File: config.mk
export PLATFORM = sky130hd
export DESIGN_NAME = cam_entry_ctrl_flat
export DESIGN_NICKNAME = d
export VERILOG_FILES = /design/src/rtl/cam_entry_ctrl_if.sv /design/src/rtl/cam_entry_ctrl.sv /design/src/flat_wrapper.sv
export SDC_FILE = /design/constraint.sdc
export NUM_CORES = 1
export LEC_CHECK = 0
export BUFFER_PORTS_ARGS = -buffer_cell sky130_fd_sc_hd__buf_4
export CAP_MARGIN = 20
export CORE_ASPECT_RATIO = 1.4
export CORE_MARGIN = 1
export CORE_UTILIZATION = 40
export CTS_BUF_LIST = sky130_fd_sc_hd__clkbuf_16
export DETAILED_ROUTE_END_ITERATION = 7
export GPL_TIMING_DRIVEN = 0
export HOLD_SLACK_MARGIN = 0.02
export PLACE_DENSITY = 0.72
export SLEW_MARGIN = 20
export SYNTH_ARGS = -nofsm -noshare
export SYNTH_HDL_FRONTEND = slang
export SYNTH_SLANG_ARGS = --single-unit
File: constraint.sdc
create_clock -name clk_i -period 2.25 [get_ports clk_i]
set_input_delay 0.225 -clock clk_i [delete_from_list [all_inputs] [get_ports clk_i]]
set_output_delay 0.225 -clock clk_i [all_outputs]
set_load 0.1 [all_outputs]
File: src/rtl/cam_entry_ctrl_if.sv
// Command, response and CAM-port signals of cam_entry_ctrl bundled as one interface.
// slave = the controller, master = command issuer plus CAM.
interface cam_entry_ctrl_if #(
   parameter int DATA_WIDTH  = 64,
   parameter int ADDR_WIDTH  = 5,
   parameter int SLICE_WIDTH = 4
) ();
   localparam int SLICES = (DATA_WIDTH + SLICE_WIDTH - 1) / SLICE_WIDTH;

   // Both handshakes are strict valid/ready: a transfer happens on a rising clock edge
   // where valid && ready; once raised, valid and its payload hold until that edge.
   logic                  cmd_valid;
   logic                  cmd_ready;
   logic                  cmd_op;
   logic [DATA_WIDTH-1:0] cmd_data;
   logic [SLICES-1:0]     cmd_mask;
   logic                  resp_valid;
   logic                  resp_ready;
   logic [1:0]            resp_status;
   logic [ADDR_WIDTH-1:0] resp_addr;
   logic [ADDR_WIDTH-1:0] cam_write_addr;
   logic [DATA_WIDTH-1:0] cam_write_data;
   logic                  cam_write_delete;
   logic                  cam_write_enable;
   logic [SLICES-1:0]     cam_select_mask;
   logic                  cam_write_busy;
   logic                  cam_setup;
   logic [DATA_WIDTH-1:0] cam_compare_data;
   logic                  cam_match;
   logic [ADDR_WIDTH-1:0] cam_match_addr;

   modport master (
      output cmd_valid, cmd_op, cmd_data, cmd_mask, resp_ready,
      output cam_write_busy, cam_setup, cam_match, cam_match_addr,
      input  cmd_ready, resp_valid, resp_status, resp_addr,
      input  cam_write_addr, cam_write_data, cam_write_delete, cam_write_enable,
      input  cam_select_mask, cam_compare_data
   );

   modport slave (
      input  cmd_valid, cmd_op, cmd_data, cmd_mask, resp_ready,
      input  cam_write_busy, cam_setup, cam_match, cam_match_addr,
      output cmd_ready, resp_valid, resp_status, resp_addr,
      output cam_write_addr, cam_write_data, cam_write_delete, cam_write_enable,
      output cam_select_mask, cam_compare_data
   );
endinterface

File: src/rtl/cam_entry_ctrl.sv
// Insert/delete front-end for a CAM: looks up every key, allocates the lowest free entry,
// tracks occupancy. Define CAM_ENTRY_CTRL_STATS_EN to add saturating statistics counters.
module cam_entry_ctrl #(
   parameter int DATA_WIDTH  = 64,
   parameter int ADDR_WIDTH  = 5,
   parameter int SLICE_WIDTH = 4,
   parameter int LOOKUP_LAT  = 2
) (
   input  logic                clk_i,
   input  logic                rst_ni,
   cam_entry_ctrl_if.slave     bus,
   output logic [ADDR_WIDTH:0] occupancy_o,
   output logic                full_o,
   output logic [2:0]          state_o
`ifdef CAM_ENTRY_CTRL_STATS_EN
   ,
   output logic [15:0]         stat_inserts_o,
   output logic [15:0]         stat_deletes_o,
   output logic [15:0]         stat_rejects_o
`endif
);
   localparam int SLICES  = (DATA_WIDTH + SLICE_WIDTH - 1) / SLICE_WIDTH;
   localparam int ENTRIES = 1 << ADDR_WIDTH;
   localparam logic [ADDR_WIDTH:0] ENTRIES_C = (ADDR_WIDTH+1)'(ENTRIES);
   localparam logic [ADDR_WIDTH:0] OCC_ONE   = (ADDR_WIDTH+1)'(1);
   localparam logic [2:0] LAT_C = 3'(LOOKUP_LAT);

   localparam logic [1:0] ST_OK        = 2'd0;
   localparam logic [1:0] ST_DUPLICATE = 2'd1;
   localparam logic [1:0] ST_FULL      = 2'd2;
   localparam logic [1:0] ST_NOT_FOUND = 2'd3;

   typedef enum logic [2:0] {
      S_IDLE      = 3'd0,
      S_LOOKUP    = 3'd1,
      S_DECIDE    = 3'd2,
      S_WRITE     = 3'd3,
      S_WAIT_BUSY = 3'd4,
      S_RESP      = 3'd5
   } state_t;

   state_t                state_q;
   logic [2:0]            lat_cnt_q;
   logic                  wait_first_q;
   logic                  op_q;
   logic [DATA_WIDTH-1:0] data_q;
   logic [SLICES-1:0]     mask_q;
   logic [ADDR_WIDTH-1:0] addr_q;
   logic [1:0]            status_q;
   logic                  cmd_ready_q;
   logic                  resp_valid_q;
   logic                  wr_en_q;
   logic                  wr_del_q;
   logic [ADDR_WIDTH-1:0] wr_addr_q;
   logic [DATA_WIDTH-1:0] wr_data_q;
   logic [SLICES-1:0]     wr_mask_q;
   logic [ENTRIES-1:0]    bitmap_q;
   logic [ADDR_WIDTH:0]   occ_q;

   logic [ADDR_WIDTH-1:0] free_addr_d;
   logic                  full_d;
   logic [1:0]            dec_status_d;
   logic [ADDR_WIDTH-1:0] dec_addr_d;
   logic                  dec_write_d;

   assign full_d = (occ_q == ENTRIES_C);

   // Lowest clear bitmap bit; only consulted when not full, so a clear bit exists.
   always_comb begin
      free_addr_d = '0;
      for (int i = ENTRIES - 1; i >= 0; i--) begin
         if (!bitmap_q[i]) free_addr_d = ADDR_WIDTH'(i);
      end
   end

   always_comb begin
      dec_status_d = ST_OK;
      dec_addr_d   = '0;
      dec_write_d  = 1'b0;
      if (!op_q) begin
         if (bus.cam_match) begin
            dec_status_d = ST_DUPLICATE;
            dec_addr_d   = bus.cam_match_addr;
         end else if (full_d) begin
            dec_status_d = ST_FULL;
         end else begin
            dec_addr_d  = free_addr_d;
            dec_write_d = 1'b1;
         end
      end else if (bus.cam_match) begin
         dec_addr_d  = bus.cam_match_addr;
         dec_write_d = 1'b1;
      end else begin
         dec_status_d = ST_NOT_FOUND;
      end
   end

   always_ff @(posedge clk_i or negedge rst_ni) begin
      if (!rst_ni) begin
         state_q      <= S_IDLE;
         lat_cnt_q    <= '0;
         wait_first_q <= 1'b0;
         op_q         <= 1'b0;
         data_q       <= '0;
         mask_q       <= '0;
         addr_q       <= '0;
         status_q     <= '0;
         cmd_ready_q  <= 1'b0;
         resp_valid_q <= 1'b0;
         wr_en_q      <= 1'b0;
         wr_del_q     <= 1'b0;
         wr_addr_q    <= '0;
         wr_data_q    <= '0;
         wr_mask_q    <= '0;
         bitmap_q     <= '0;
         occ_q        <= '0;
      end else begin
         case (state_q)
            S_IDLE: begin
               if (bus.cmd_valid && cmd_ready_q) begin
                  op_q        <= bus.cmd_op;
                  data_q      <= bus.cmd_data;
                  mask_q      <= bus.cmd_mask;
                  lat_cnt_q   <= 3'd1;
                  cmd_ready_q <= 1'b0;
                  state_q     <= S_LOOKUP;
               end else begin
                  cmd_ready_q <= !bus.cam_setup;
               end
            end
            S_LOOKUP: begin
               if (lat_cnt_q == LAT_C) state_q <= S_DECIDE;
               else                    lat_cnt_q <= lat_cnt_q + 3'd1;
            end
            S_DECIDE: begin
               status_q <= dec_status_d;
               addr_q   <= dec_addr_d;
               if (dec_write_d) begin
                  wr_en_q   <= 1'b1;
                  wr_del_q  <= op_q;
                  wr_addr_q <= dec_addr_d;
                  wr_data_q <= data_q;
                  wr_mask_q <= op_q ? {SLICES{1'b1}} : mask_q;
                  state_q   <= S_WRITE;
               end else begin
                  resp_valid_q <= 1'b1;
                  state_q      <= S_RESP;
               end
            end
            S_WRITE: begin
               wr_en_q      <= 1'b0;
               wr_del_q     <= 1'b0;
               wr_addr_q    <= '0;
               wr_data_q    <= '0;
               wr_mask_q    <= '0;
               wait_first_q <= 1'b1;
               state_q      <= S_WAIT_BUSY;
            end
            S_WAIT_BUSY: begin
               // The CAM raises busy a cycle after the write pulse, so the first cycle is blind.
               wait_first_q <= 1'b0;
               if (!wait_first_q && !bus.cam_write_busy) begin
                  if (!op_q) begin
                     if (!bitmap_q[addr_q]) begin
                        bitmap_q[addr_q] <= 1'b1;
                        occ_q            <= occ_q + OCC_ONE;
                     end
                  end else if (bitmap_q[addr_q]) begin
                     bitmap_q[addr_q] <= 1'b0;
                     occ_q            <= occ_q - OCC_ONE;
                  end
                  resp_valid_q <= 1'b1;
                  state_q      <= S_RESP;
               end
            end
            S_RESP: begin
               if (bus.resp_ready) begin
                  resp_valid_q <= 1'b0;
                  cmd_ready_q  <= !bus.cam_setup;
                  state_q      <= S_IDLE;
               end
            end
            default: state_q <= S_IDLE;
         endcase
      end
   end

   assign bus.cmd_ready        = cmd_ready_q;
   assign bus.resp_valid       = resp_valid_q;
   assign bus.resp_status      = status_q;
   assign bus.resp_addr        = addr_q;
   assign bus.cam_write_addr   = wr_addr_q;
   assign bus.cam_write_data   = wr_data_q;
   assign bus.cam_write_delete = wr_del_q;
   assign bus.cam_write_enable = wr_en_q;
   assign bus.cam_select_mask  = wr_mask_q;
   assign bus.cam_compare_data = data_q;
   assign occupancy_o          = occ_q;
   assign full_o               = full_d;
   assign state_o              = state_q;

`ifdef CAM_ENTRY_CTRL_STATS_EN
   logic [15:0] stat_ins_q;
   logic [15:0] stat_del_q;
   logic [15:0] stat_rej_q;
   logic        resp_fire;

   assign resp_fire = resp_valid_q && bus.resp_ready;

   always_ff @(posedge clk_i or negedge rst_ni) begin
      if (!rst_ni) begin
         stat_ins_q <= '0;
         stat_del_q <= '0;
         stat_rej_q <= '0;
      end else if (resp_fire) begin
         if (status_q != ST_OK) begin
            if (stat_rej_q != 16'hFFFF) stat_rej_q <= stat_rej_q + 16'd1;
         end else if (op_q) begin
            if (stat_del_q != 16'hFFFF) stat_del_q <= stat_del_q + 16'd1;
         end else begin
            if (stat_ins_q != 16'hFFFF) stat_ins_q <= stat_ins_q + 16'd1;
         end
      end
   end

   assign stat_inserts_o = stat_ins_q;
   assign stat_deletes_o = stat_del_q;
   assign stat_rejects_o = stat_rej_q;
`endif
endmodule
File: src/flat_wrapper.sv
// flat-port wrapper written by rule: the top's interface ports become plain ports
module cam_entry_ctrl_flat 
#(
   parameter int DATA_WIDTH  = 64,
   parameter int ADDR_WIDTH  = 5,
   parameter int SLICE_WIDTH = 4,
   parameter int LOOKUP_LAT  = 2
)
  (clk_i, rst_ni, occupancy_o, full_o, state_o, bus_cmd_valid, bus_cmd_op, bus_cmd_data, bus_cmd_mask, bus_resp_ready, bus_cam_write_busy, bus_cam_setup, bus_cam_match, bus_cam_match_addr, bus_cmd_ready, bus_resp_valid, bus_resp_status, bus_resp_addr, bus_cam_write_addr, bus_cam_write_data, bus_cam_write_delete, bus_cam_write_enable, bus_cam_select_mask, bus_cam_compare_data);
  cam_entry_ctrl_if #(.DATA_WIDTH(DATA_WIDTH), .ADDR_WIDTH(ADDR_WIDTH), .SLICE_WIDTH(SLICE_WIDTH)) bus_i ();
  input  logic clk_i;
  input  logic rst_ni;
  output logic [ADDR_WIDTH:0] occupancy_o;
  output logic full_o;
  output logic [2:0] state_o;
  input wire logic [$bits(bus_i.cmd_valid)-1:0] bus_cmd_valid;
  input wire logic [$bits(bus_i.cmd_op)-1:0] bus_cmd_op;
  input wire logic [$bits(bus_i.cmd_data)-1:0] bus_cmd_data;
  input wire logic [$bits(bus_i.cmd_mask)-1:0] bus_cmd_mask;
  input wire logic [$bits(bus_i.resp_ready)-1:0] bus_resp_ready;
  input wire logic [$bits(bus_i.cam_write_busy)-1:0] bus_cam_write_busy;
  input wire logic [$bits(bus_i.cam_setup)-1:0] bus_cam_setup;
  input wire logic [$bits(bus_i.cam_match)-1:0] bus_cam_match;
  input wire logic [$bits(bus_i.cam_match_addr)-1:0] bus_cam_match_addr;
  output wire logic [$bits(bus_i.cmd_ready)-1:0] bus_cmd_ready;
  output wire logic [$bits(bus_i.resp_valid)-1:0] bus_resp_valid;
  output wire logic [$bits(bus_i.resp_status)-1:0] bus_resp_status;
  output wire logic [$bits(bus_i.resp_addr)-1:0] bus_resp_addr;
  output wire logic [$bits(bus_i.cam_write_addr)-1:0] bus_cam_write_addr;
  output wire logic [$bits(bus_i.cam_write_data)-1:0] bus_cam_write_data;
  output wire logic [$bits(bus_i.cam_write_delete)-1:0] bus_cam_write_delete;
  output wire logic [$bits(bus_i.cam_write_enable)-1:0] bus_cam_write_enable;
  output wire logic [$bits(bus_i.cam_select_mask)-1:0] bus_cam_select_mask;
  output wire logic [$bits(bus_i.cam_compare_data)-1:0] bus_cam_compare_data;
  assign bus_i.cmd_valid = bus_cmd_valid;
  assign bus_i.cmd_op = bus_cmd_op;
  assign bus_i.cmd_data = bus_cmd_data;
  assign bus_i.cmd_mask = bus_cmd_mask;
  assign bus_i.resp_ready = bus_resp_ready;
  assign bus_i.cam_write_busy = bus_cam_write_busy;
  assign bus_i.cam_setup = bus_cam_setup;
  assign bus_i.cam_match = bus_cam_match;
  assign bus_i.cam_match_addr = bus_cam_match_addr;
  assign bus_cmd_ready = bus_i.cmd_ready;
  assign bus_resp_valid = bus_i.resp_valid;
  assign bus_resp_status = bus_i.resp_status;
  assign bus_resp_addr = bus_i.resp_addr;
  assign bus_cam_write_addr = bus_i.cam_write_addr;
  assign bus_cam_write_data = bus_i.cam_write_data;
  assign bus_cam_write_delete = bus_i.cam_write_delete;
  assign bus_cam_write_enable = bus_i.cam_write_enable;
  assign bus_cam_select_mask = bus_i.cam_select_mask;
  assign bus_cam_compare_data = bus_i.cam_compare_data;
  cam_entry_ctrl #(.DATA_WIDTH(DATA_WIDTH), .ADDR_WIDTH(ADDR_WIDTH), .SLICE_WIDTH(SLICE_WIDTH), .LOOKUP_LAT(LOOKUP_LAT)) u_core (.clk_i(clk_i), .rst_ni(rst_ni), .bus(bus_i), .occupancy_o(occupancy_o), .full_o(full_o), .state_o(state_o));
endmodule
# ---- After elaboration in Yosys (flattened, before gate mapping)
# Index checks and enable logic that the tools add are counted.
dict set report word_totals {
  input_bits 93
  register_bits 222
  elab_cells 141
}
dict set report classes {
  n_eq_ne 16
  magnitude_cmp 2
  reduce_logical 19
  n_bitwise 3
  n_mux 81
  add_sub_neg 3
}
# cell n
set ops {}
lappend ops {{2-to-1 mux 5 bit} 37}
lappend ops {{one-hot mux 64 bit (2 select lines)} 1}
lappend ops {{2-to-1 mux 32 bit} 3}
lappend ops {{2-to-1 mux 64 bit} 1}
lappend ops {{AND 32 bit} 1}
lappend ops {{2-to-1 mux 16 bit} 2}
lappend ops {{NOT 32 bit} 1}
lappend ops {{bitwise OR 32 bit} 1}
lappend ops {{one-hot mux 16 bit (2 select lines)} 1}
lappend ops {{2-to-1 mux 3 bit} 6}
lappend ops {{2-to-1 mux 6 bit} 3}
lappend ops {{one-hot mux 3 bit (6 select lines)} 1}
lappend ops {{2-to-1 mux 1 bit} 13}
lappend ops {{AND reduction 4 bit} 3}
lappend ops {{inequality test 2 x 1 -> 1 bit (second input constant)} 5}
lappend ops {{one-hot mux 5 bit (2 select lines)} 1}
lappend ops {{== test 3 x 2 -> 1 bit (second input constant)} 3}
lappend ops {{2-to-1 mux 2 bit} 4}
lappend ops {{inequality test 2 bit (second input constant)} 4}
lappend ops {{one-hot mux 1 bit (2 select lines)} 4}
lappend ops {{nonzero test 2 bit} 4}
lappend ops {{adder 6 x 1 -> 6 bit (second input constant)} 1}
lappend ops {{== test 3 bit (second input constant)} 2}
lappend ops {{== test 6 bit (second input constant)} 1}
lappend ops {{15 further kinds} 21}

# ---- Depth between registers and ports, before layout
# Gate-level depths: netlist of run 1.
dict set report logic_depth {
  ltp_word 37
  mapped_depth 11
}

# ---- Worst setup path after synthesis of run 1
# No wires, ideal clock.
dict set report synth_timing {
  path_kind {flip-flop to flip-flop}
  from {register u_core.occ_q[5], in the netlist u_core.occupancy_o[5]}
  to {register u_core.wr_addr_q[0], in the netlist u_core.bus.cam_write_addr[0]}
  arrival_time_ns 3.828
  path_slack_ns -1.674
  setup_ns 0.095
  stages_incl_launch_ff 10
  path_cell_list {dfrtp_1 -> or4b_2 -> nor3_2 -> nor3_1 -> a21oi_1 -> or2_1 -> buf_2 -> buf_2 -> nand3_1 -> o31ai_1}
}
dict set report synth_via {
  elab_chain_len 6
}
# item line
set synth_lines {}
lappend synth_lines {{start, declared} cam_entry_ctrl.sv:58} ;# logic [ADDR_WIDTH:0] occ_q;
lappend synth_lines {{start signal, assigned} cam_entry_ctrl.sv:166} ;# occ_q <= occ_q + OCC_ONE;
lappend synth_lines {{start signal, assigned} cam_entry_ctrl.sv:170} ;# occ_q <= occ_q - OCC_ONE;
lappend synth_lines {{== test 6 bit *} cam_entry_ctrl.sv:66} ;# assign full_d = (occ_q == ENTRIES_C);
lappend synth_lines {{via full_o} flat_wrapper.sv:14} ;# output logic full_o;
lappend synth_lines {{2-to-1 mux 5 bit or 2-to-1 mux 1 bit (tied branches)} cam_entry_ctrl.sv:84} ;# end else if (full_d) begin
lappend synth_lines {{2-to-1 mux 5 bit or 2-to-1 mux 1 bit (tied branches)} cam_entry_ctrl.sv:81} ;# if (bus.cam_match) begin
lappend synth_lines {{2-to-1 mux 5 bit or 2-to-1 mux 1 bit (tied branches)} cam_entry_ctrl.sv:80} ;# if (!op_q) begin
lappend synth_lines {{2-to-1 mux 5 bit or inequality test 2 x 1 -> 1 bit (tied branches)} --}
lappend synth_lines {{one-hot mux 5 bit (2 select lines) or AND reduction 2 bit (tied branches)} --}
lappend synth_lines {{end signal, assigned} cam_entry_ctrl.sv:141} ;# wr_addr_q <= dec_addr_d;
lappend synth_lines {{end, declared} cam_entry_ctrl.sv:54} ;# logic [ADDR_WIDTH-1:0] wr_addr_q;
# Mark *: on every way through the listed nets, which the timed path passes. The rest lies on a longest branch. The select of a mux whose other input is x is not followed.
# A chain may end at the register's enable or synchronous reset.

==> results of run 1 <==
[cells by family (layout without fill, tap and decap cells)]
family,count (synthesis),in the layout,share of synthesized area (%)
AOI/OAI and AO/OA,176,176,9.77
other,0,2,0
adders and majority gates,7,7,0.973
and+or+nand+nor,362,362,17.0
DFF,222,222,56.9
muxes,98,98,11.6
xor gates and xnor gates,7,7,0.704
buffers and inverters,71,512,3.07
[layout make-up]
cell class / instances / area, sq um / share of cell area [%]
diodes: 2 / 5.00 / 0.0320
multi-input cells: 650 / 4830 / 30.9
inverters: 14 / 52.6 / 0.336
plain buffers: 50 / 442 / 2.82
repair buffers: 407 / 3650 / 23.3
flip-flops and latches: 222 / 5590 / 35.7
well taps: 310 / 388 / 2.48
clock inverters: 18 / 113 / 0.719
clock buffers: 23 / 576 / 3.68
[final timing paths]
check	end	slack [ps]	cells past startpoint
worst max-delay path	flop	-240	10
worst min-delay path	u_core.bus.resp_addr[3]	30	3
worst max register to register	flop	-240	10
worst min register to register	u_core.bus.resp_status[0]	480	2
max in group asynchronous	u_core.occupancy_o[2]	800	4
min in group asynchronous	u_core.bus.cam_compare_data[45]	190	2
[cells in the mapped netlist (2+ instances only)]
master / instances
mux2_2: 82
a21oi_1: 96
mux2_1: 3
a31oi_1: 2
dfrtp_1: 222
mux4_2: 4
or3_1: 4
o311ai_0: 2
o22ai_1: 2
nor3b_1: 2
inv_1: 14
nor2b_1: 4
and3b_1: 3
nand2b_1: 6
ha_1: 6
buf_2: 15
a22oi_1: 3
nand3b_1: 3
xnor2_1: 4
nor3_1: 34
clkbuf_1: 39
o31ai_1: 3
nand2_1: 169
and2_1: 2
o21ai_0: 54
nand3_1: 77
or3b_1: 2
xor2_1: 2
nand4_1: 5
a21o_1: 3
a211oi_1: 3
buf_6: 2
mux2i_1: 9
and4_1: 4
nor2_1: 39
[metrics by stage]
stage / TNS (ps) / instances / setup slack (ps) / hold WS [ps]
finish: -16140 / 1696 / -242 / 30.3
global route: -26360 / 1696 / -288 / 50.6
CTS: -12200 / 1687 / -257 / 26.5
detailed placement: -62000 / 1517 / -482 / 126
global placement: -216280 / 1515 / -1120 / 446
floorplan: -72980 / 943 / -755 / -70.6
[per-layer routing]
layer	vias up	wire [um]	GRT usage [%]
met5	-	0	0
met4	0	1270	9.81
met3	82	2390	6.26
met2	366	18500	49.9
met1	4683	12300	30.1
li1	4139	-	-
[critical path: cells and delay by family, from the launching register on]
| kind | cells | cell delay (ps) |
|---|---|---|
| flops | 1 | 470 |
| mux | 1 | 530 |
| simple gates | 2 | 450 |
| compound gates | 4 | 510 |
| buf+inv | 3 | 440 |
[what timing repair did]
item / CTS / global route
endpoints found under the hold margin: 191 / 0
endpoints found under the setup margin: 214 / 144
pin swaps: 88 / 89
cloned: 11 / 1
resized for setup: 164 / 131
hold buffers: 85 / 0
buffers inserted: 36 / 17
==> results.py, run 1 <==
metrics = {
    "floorplanning": {
        "rows": 67,
        "start_util_pct": 40.8,
        "core-area_sq_um": 24000,
        "io_pins": 263,
        "dieHeight_um": 187,
        "die-area_sq_um": 25100,
        "dieWidth_um": 134,
    },
    "critical_path": {
        "required_ps": 2670,
        "end_kind": "flop",
        "cpPeakStageDelay_ps": 530,
        "worst-path-max-fanout": 8,
        "cpMaxStageDelayCell": "mux4_2",
        "r2r_start": "u_core.bus.resp_addr[0]",
        "cp.arrival_ps": 2910,
        "start_kind": "flop",
        "critPathKind": "reg2reg",
        "crit_chain": "mux4_2, a22oi_2, and4_4, o211ai_4, buf_6, buf_6, nor3_4, buf_12, a21oi_2, a21oi_1",
        "crit_top_cell": "buf_6",
        "crit_start": "u_core.bus.resp_addr[0]",
    },
    "global_routing": {
        "grt_pass1_wl_um": 53100,
        "antenna_found_initial": 2,
        "grt_start_max_net_pins": 101,
        "grt_pass1_vias": 9697,
        "grt_use_total_pct": 27.1,
        "gr-total-overflow": 0,
    },
    "placement": {
        "placed_area_sq_um": 12500,
        "gp_congestion": 0.924,
        "portBuffers": 262,
        "dpl.hpwl_um": 21600,
    },
    "logic_synthesis": {
        "yosysWarnings": 0,
        "ys_ff_latch": 222,
        "synth.distinct_cells": 54,
        "synth_top_area_share_pct": 56.9,
        "syn_area_sq_um": 9770,
        "yosysSeqAreaShare_pct": 56.9,
        "synth_edf_count": 0,
        "synth_ff_type": "dfrtp_1",
        "syn_inst": 943,
        "synth_fp_nets": 1043,
        "synth.top_cells.by_area": "dfrtp_1 (57%), mux2_2 (9.5%), nand2_1 (6.5%)",
        "syn_avg_cell_area_sq_um": 10.4,
        "synth_top_area_cell": "dfrtp_1",
        "synthArstFlopShare_pct": 100,
    },
    "sta": {
        "maxSlewHeadroom_pct": 33.4,
        "tightest_slew_ps": 999,
        "fin_worst_skew_ps": 10.8,
        "setup_viol": 129,
        "max_freq_mhz": 401,
        "hold_violations": 0,
        "rsz0062_at_grt": "yes",
        "min_period_over_period_pct": 111,
        "drv_slew": 0,
        "worst_slack_ps": -242,
        "min_period_ps": 2490,
    },
    "routing": {
        "initialDrtViolationCount": 562,
        "drc": 0,
        "vias": 9270,
        "ant_nets": 0,
        "wl_um": 34500,
        "wl_per_cell_um": 20.3,
        "dr.pass1.iters": 5,
        "vias_per_cell": 5.47,
    },
    "min_path": {
        "hold_class": "in2reg",
        "worstHoldStart": "bus_cam_match_addr[3]",
    },
    "layout": {
        "final_common_cell": "buf_4",
        "final_cell_mix": "buf_4 (280), dfrtp_1 (209), nand2_1 (151)",
        "stdcell_area_sq_um": 15700,
        "fillers": 1753,
        "nNetsFinal": 1468,
        "syn2layout_area_growth_pct": 60.2,
        "layout-drive-gt1-share_pct": 49.0,
        "final_util_pct": 65.3,
    },
    "clock_network": {
        "worstSkewPairLatency_ps": 500,
        "clock_sinks": 222,
        "cts_max_path_buffers": 3,
        "cts_buffers": 23,
        "path_clk_slew_ps": 60,
        "cts_tree": "built",
        "root_buffer": "clkbuf_16",
        "htreeDepth": 1,
    },
    "run_status": {
        "status": "finished, violations left",
        "violations": "negative setup slack",
    },
    "flow_run": {
        "max-cap-violations": 0,
    },
}
Power of run 1 is not shown: default switching activity piles up to over one toggle a cycle in this logic, so the estimate is an artifact.
==> inputs of run 2 (changes only) <==
--- a/config.mk
+++ b/config.mk
@@ -15,6 +15,7 @@
 export GPL_TIMING_DRIVEN = 0
 export HOLD_SLACK_MARGIN = 0.02
 export PLACE_DENSITY = 0.72
+export RECOVER_POWER = 100
 export SLEW_MARGIN = 20
 export SYNTH_ARGS = -nofsm -noshare
 export SYNTH_HDL_FRONTEND = slang
==> run 2 against run 1 <==
Effect of this change:
- the run still ends with negative setup slack left
- global-route usage is the same
- hold slack is essentially flat
- setup slack gained 9.4 ps
- critical path depth is the same
- via count shrank 0.69%
- cell count is the same
- clock skew is essentially flat
- core utilization shrank 1.7 points
- sequential share of layout area grew 0.93 points
- maximum frequency grew 0.38%
- register-to-register slack is essentially flat
- sequential cell count is the same
- critical path type unchanged
==> results.py, run 2 (same netlist as run 1, synthesis figures left out) <==
metrics = {
    "layout": {
        "multi_input_area_sq_um": 4830,
        "seq_area_sq_um": 5590,
        "stdcell_area_sq_um": 15300,
        "syn2layout_area_growth_pct": 56.1,
        "final_util_pct": 63.6,
        "final_common_cell": "dfrtp_1",
        "nNetsFinal": 1468,
        "final_cell_mix": "dfrtp_1 (210), clkbuf_2 (164), nand2_1 (151)",
        "layout-drive-gt1-share_pct": 48.9,
        "fillers": 1873,
    },
    "sta": {
        "drv_slew": 0,
        "rsz0062_at_grt": "yes",
        "setup_viol": 129,
        "min_period_over_period_pct": 110,
        "max_freq_mhz": 403,
        "hold_violations": 0,
        "tightest_slew_ps": 1040,
        "min_period_ps": 2480,
        "worst_slack_ps": -232,
        "maxSlewHeadroom_pct": 30.7,
        "fin_worst_skew_ps": 10.9,
    },
    "placement": {
        "placed_area_sq_um": 12500,
        "place_ws_ps": -482,
        "gp_congestion": 0.924,
        "dpl.hpwl_um": 21600,
        "portBuffers": 262,
    },
    "floorplanning": {
        "io_pins": 263,
        "dieHeight_um": 187,
        "core-area_sq_um": 24000,
        "rows": 67,
        "start_util_pct": 40.8,
        "dieWidth_um": 134,
        "die-area_sq_um": 25100,
    },
    "critical_path": {
        "cpPeakStageDelay_ps": 530,
        "start_kind": "flop",
        "crit_chain": "mux4_2, a22oi_2, and4_4, o211ai_4, buf_6, buf_6, nor3_4, buf_12, a21oi_2, a21oi_1",
        "required_ps": 2670,
        "critPathKind": "reg2reg",
        "r2r_slack_ps": -230,
        "end_kind": "flop",
        "cp.arrival_ps": 2900,
        "worst-path-max-fanout": 8,
        "crit_top_cell": "buf_6",
        "cpMaxStageDelayCell": "mux4_2",
    },
    "run_status": {
        "violations": "negative setup slack",
        "status": "finished, violations left",
    },
    "clock_network": {
        "htreeDepth": 1,
        "root_buffer": "clkbuf_16",
        "cts_max_path_buffers": 3,
        "path_clk_slew_ps": 60,
        "cts_buffers": 23,
        "cts_tree": "built",
        "worstSkewPairLatency_ps": 500,
        "clock_sinks": 222,
    },
    "routing": {
        "vias_per_cell": 5.43,
        "wl_um": 34300,
        "wl_per_cell_um": 20.2,
        "ant_nets": 0,
        "drc": 0,
        "dr.pass1.iters": 5,
        "initialDrtViolationCount": 547,
        "vias": 9206,
    },
    "flow_run": {
        "max-cap-violations": 0,
    },
    "min_path": {
        "hold_class": "in2reg",
    },
    "global_routing": {
        "grt_pass1_vias": 9697,
        "antenna_found_initial": 2,
        "grt_pass1_wl_um": 53100,
        "gr-total-overflow": 0,
        "grt_use_total_pct": 27.1,
        "grt_start_max_net_pins": 101,
    },
}
==> run 2: timing repair <==
| item | CTS | global route |
|---|---|---|
| endpoints found under the hold margin | 191 | 0 |
| gates resized for setup | 164 | 131 |
| pin swaps | 88 | 89 |
| setup buffers | 36 | 17 |
| gates cloned | 11 | 1 |
| hold buffers | 85 | 0 |
| endpoints found under the setup margin | 214 | 144 |
==> run 2: path summary, 6_finish.rpt <==
path | from | end | depth (start not counted)
max in group asynchronous | rst_ni | u_core.occupancy_o[2] | 4
worst min-delay path | bus_cam_match_addr[3] | u_core.bus.resp_addr[3] | 3
worst max register to register | u_core.bus.resp_addr[0] | flop | 10
min in group asynchronous | rst_ni | u_core.bus.cam_compare_data[45] | 2
worst max-delay path | u_core.bus.resp_addr[0] | flop | 10
worst min register to register | u_core.bus.resp_status[0] | u_core.bus.resp_status[0] | 2
==> run 2: stage by stage <==
step / hold WS, ps / TNS, ps / instances
2_1_floorplan: -70.6 / -72980 / 943
3_3_place_gp: 446 / -216280 / 1515
3_5_place_dp: 126 / -62000 / 1517
4_1_cts: 26.5 / -12200 / 1687
5_1_grt: 50.6 / -26390 / 1696
6_report: 29.8 / -15580 / 1696
==> run 2: layout make-up <==
cell class | count | area share [%]
diodes | 2 | 0.0328
well taps | 310 | 2.54
multi-input cells | 650 | 31.7
flip-flops and latches | 222 | 36.6
plain buffers | 50 | 2.90
repair buffers | 407 | 21.3
inverters | 14 | 0.344
clock inverters | 18 | 0.738
clock buffers | 23 | 3.77
==> run 2: routing by layer <==
| metal | GRT usage (%) | wire (um) |
|---|---|---|
| met1 | 30.1 | 12200 |
| met2 | 49.9 | 18300 |
| met3 | 6.26 | 2410 |
| met4 | 9.81 | 1380 |
| met5 | 0 | 0 |
==> run 2: worst max-delay path, delay by kind of cell (launching register included) <==
family	cells	cell delay [ps]
mux	1	530
compound gates	4	510
flops	1	470
simple gates	2	450
buf+inv	3	440
Power of run 2 is left out for the same reason.
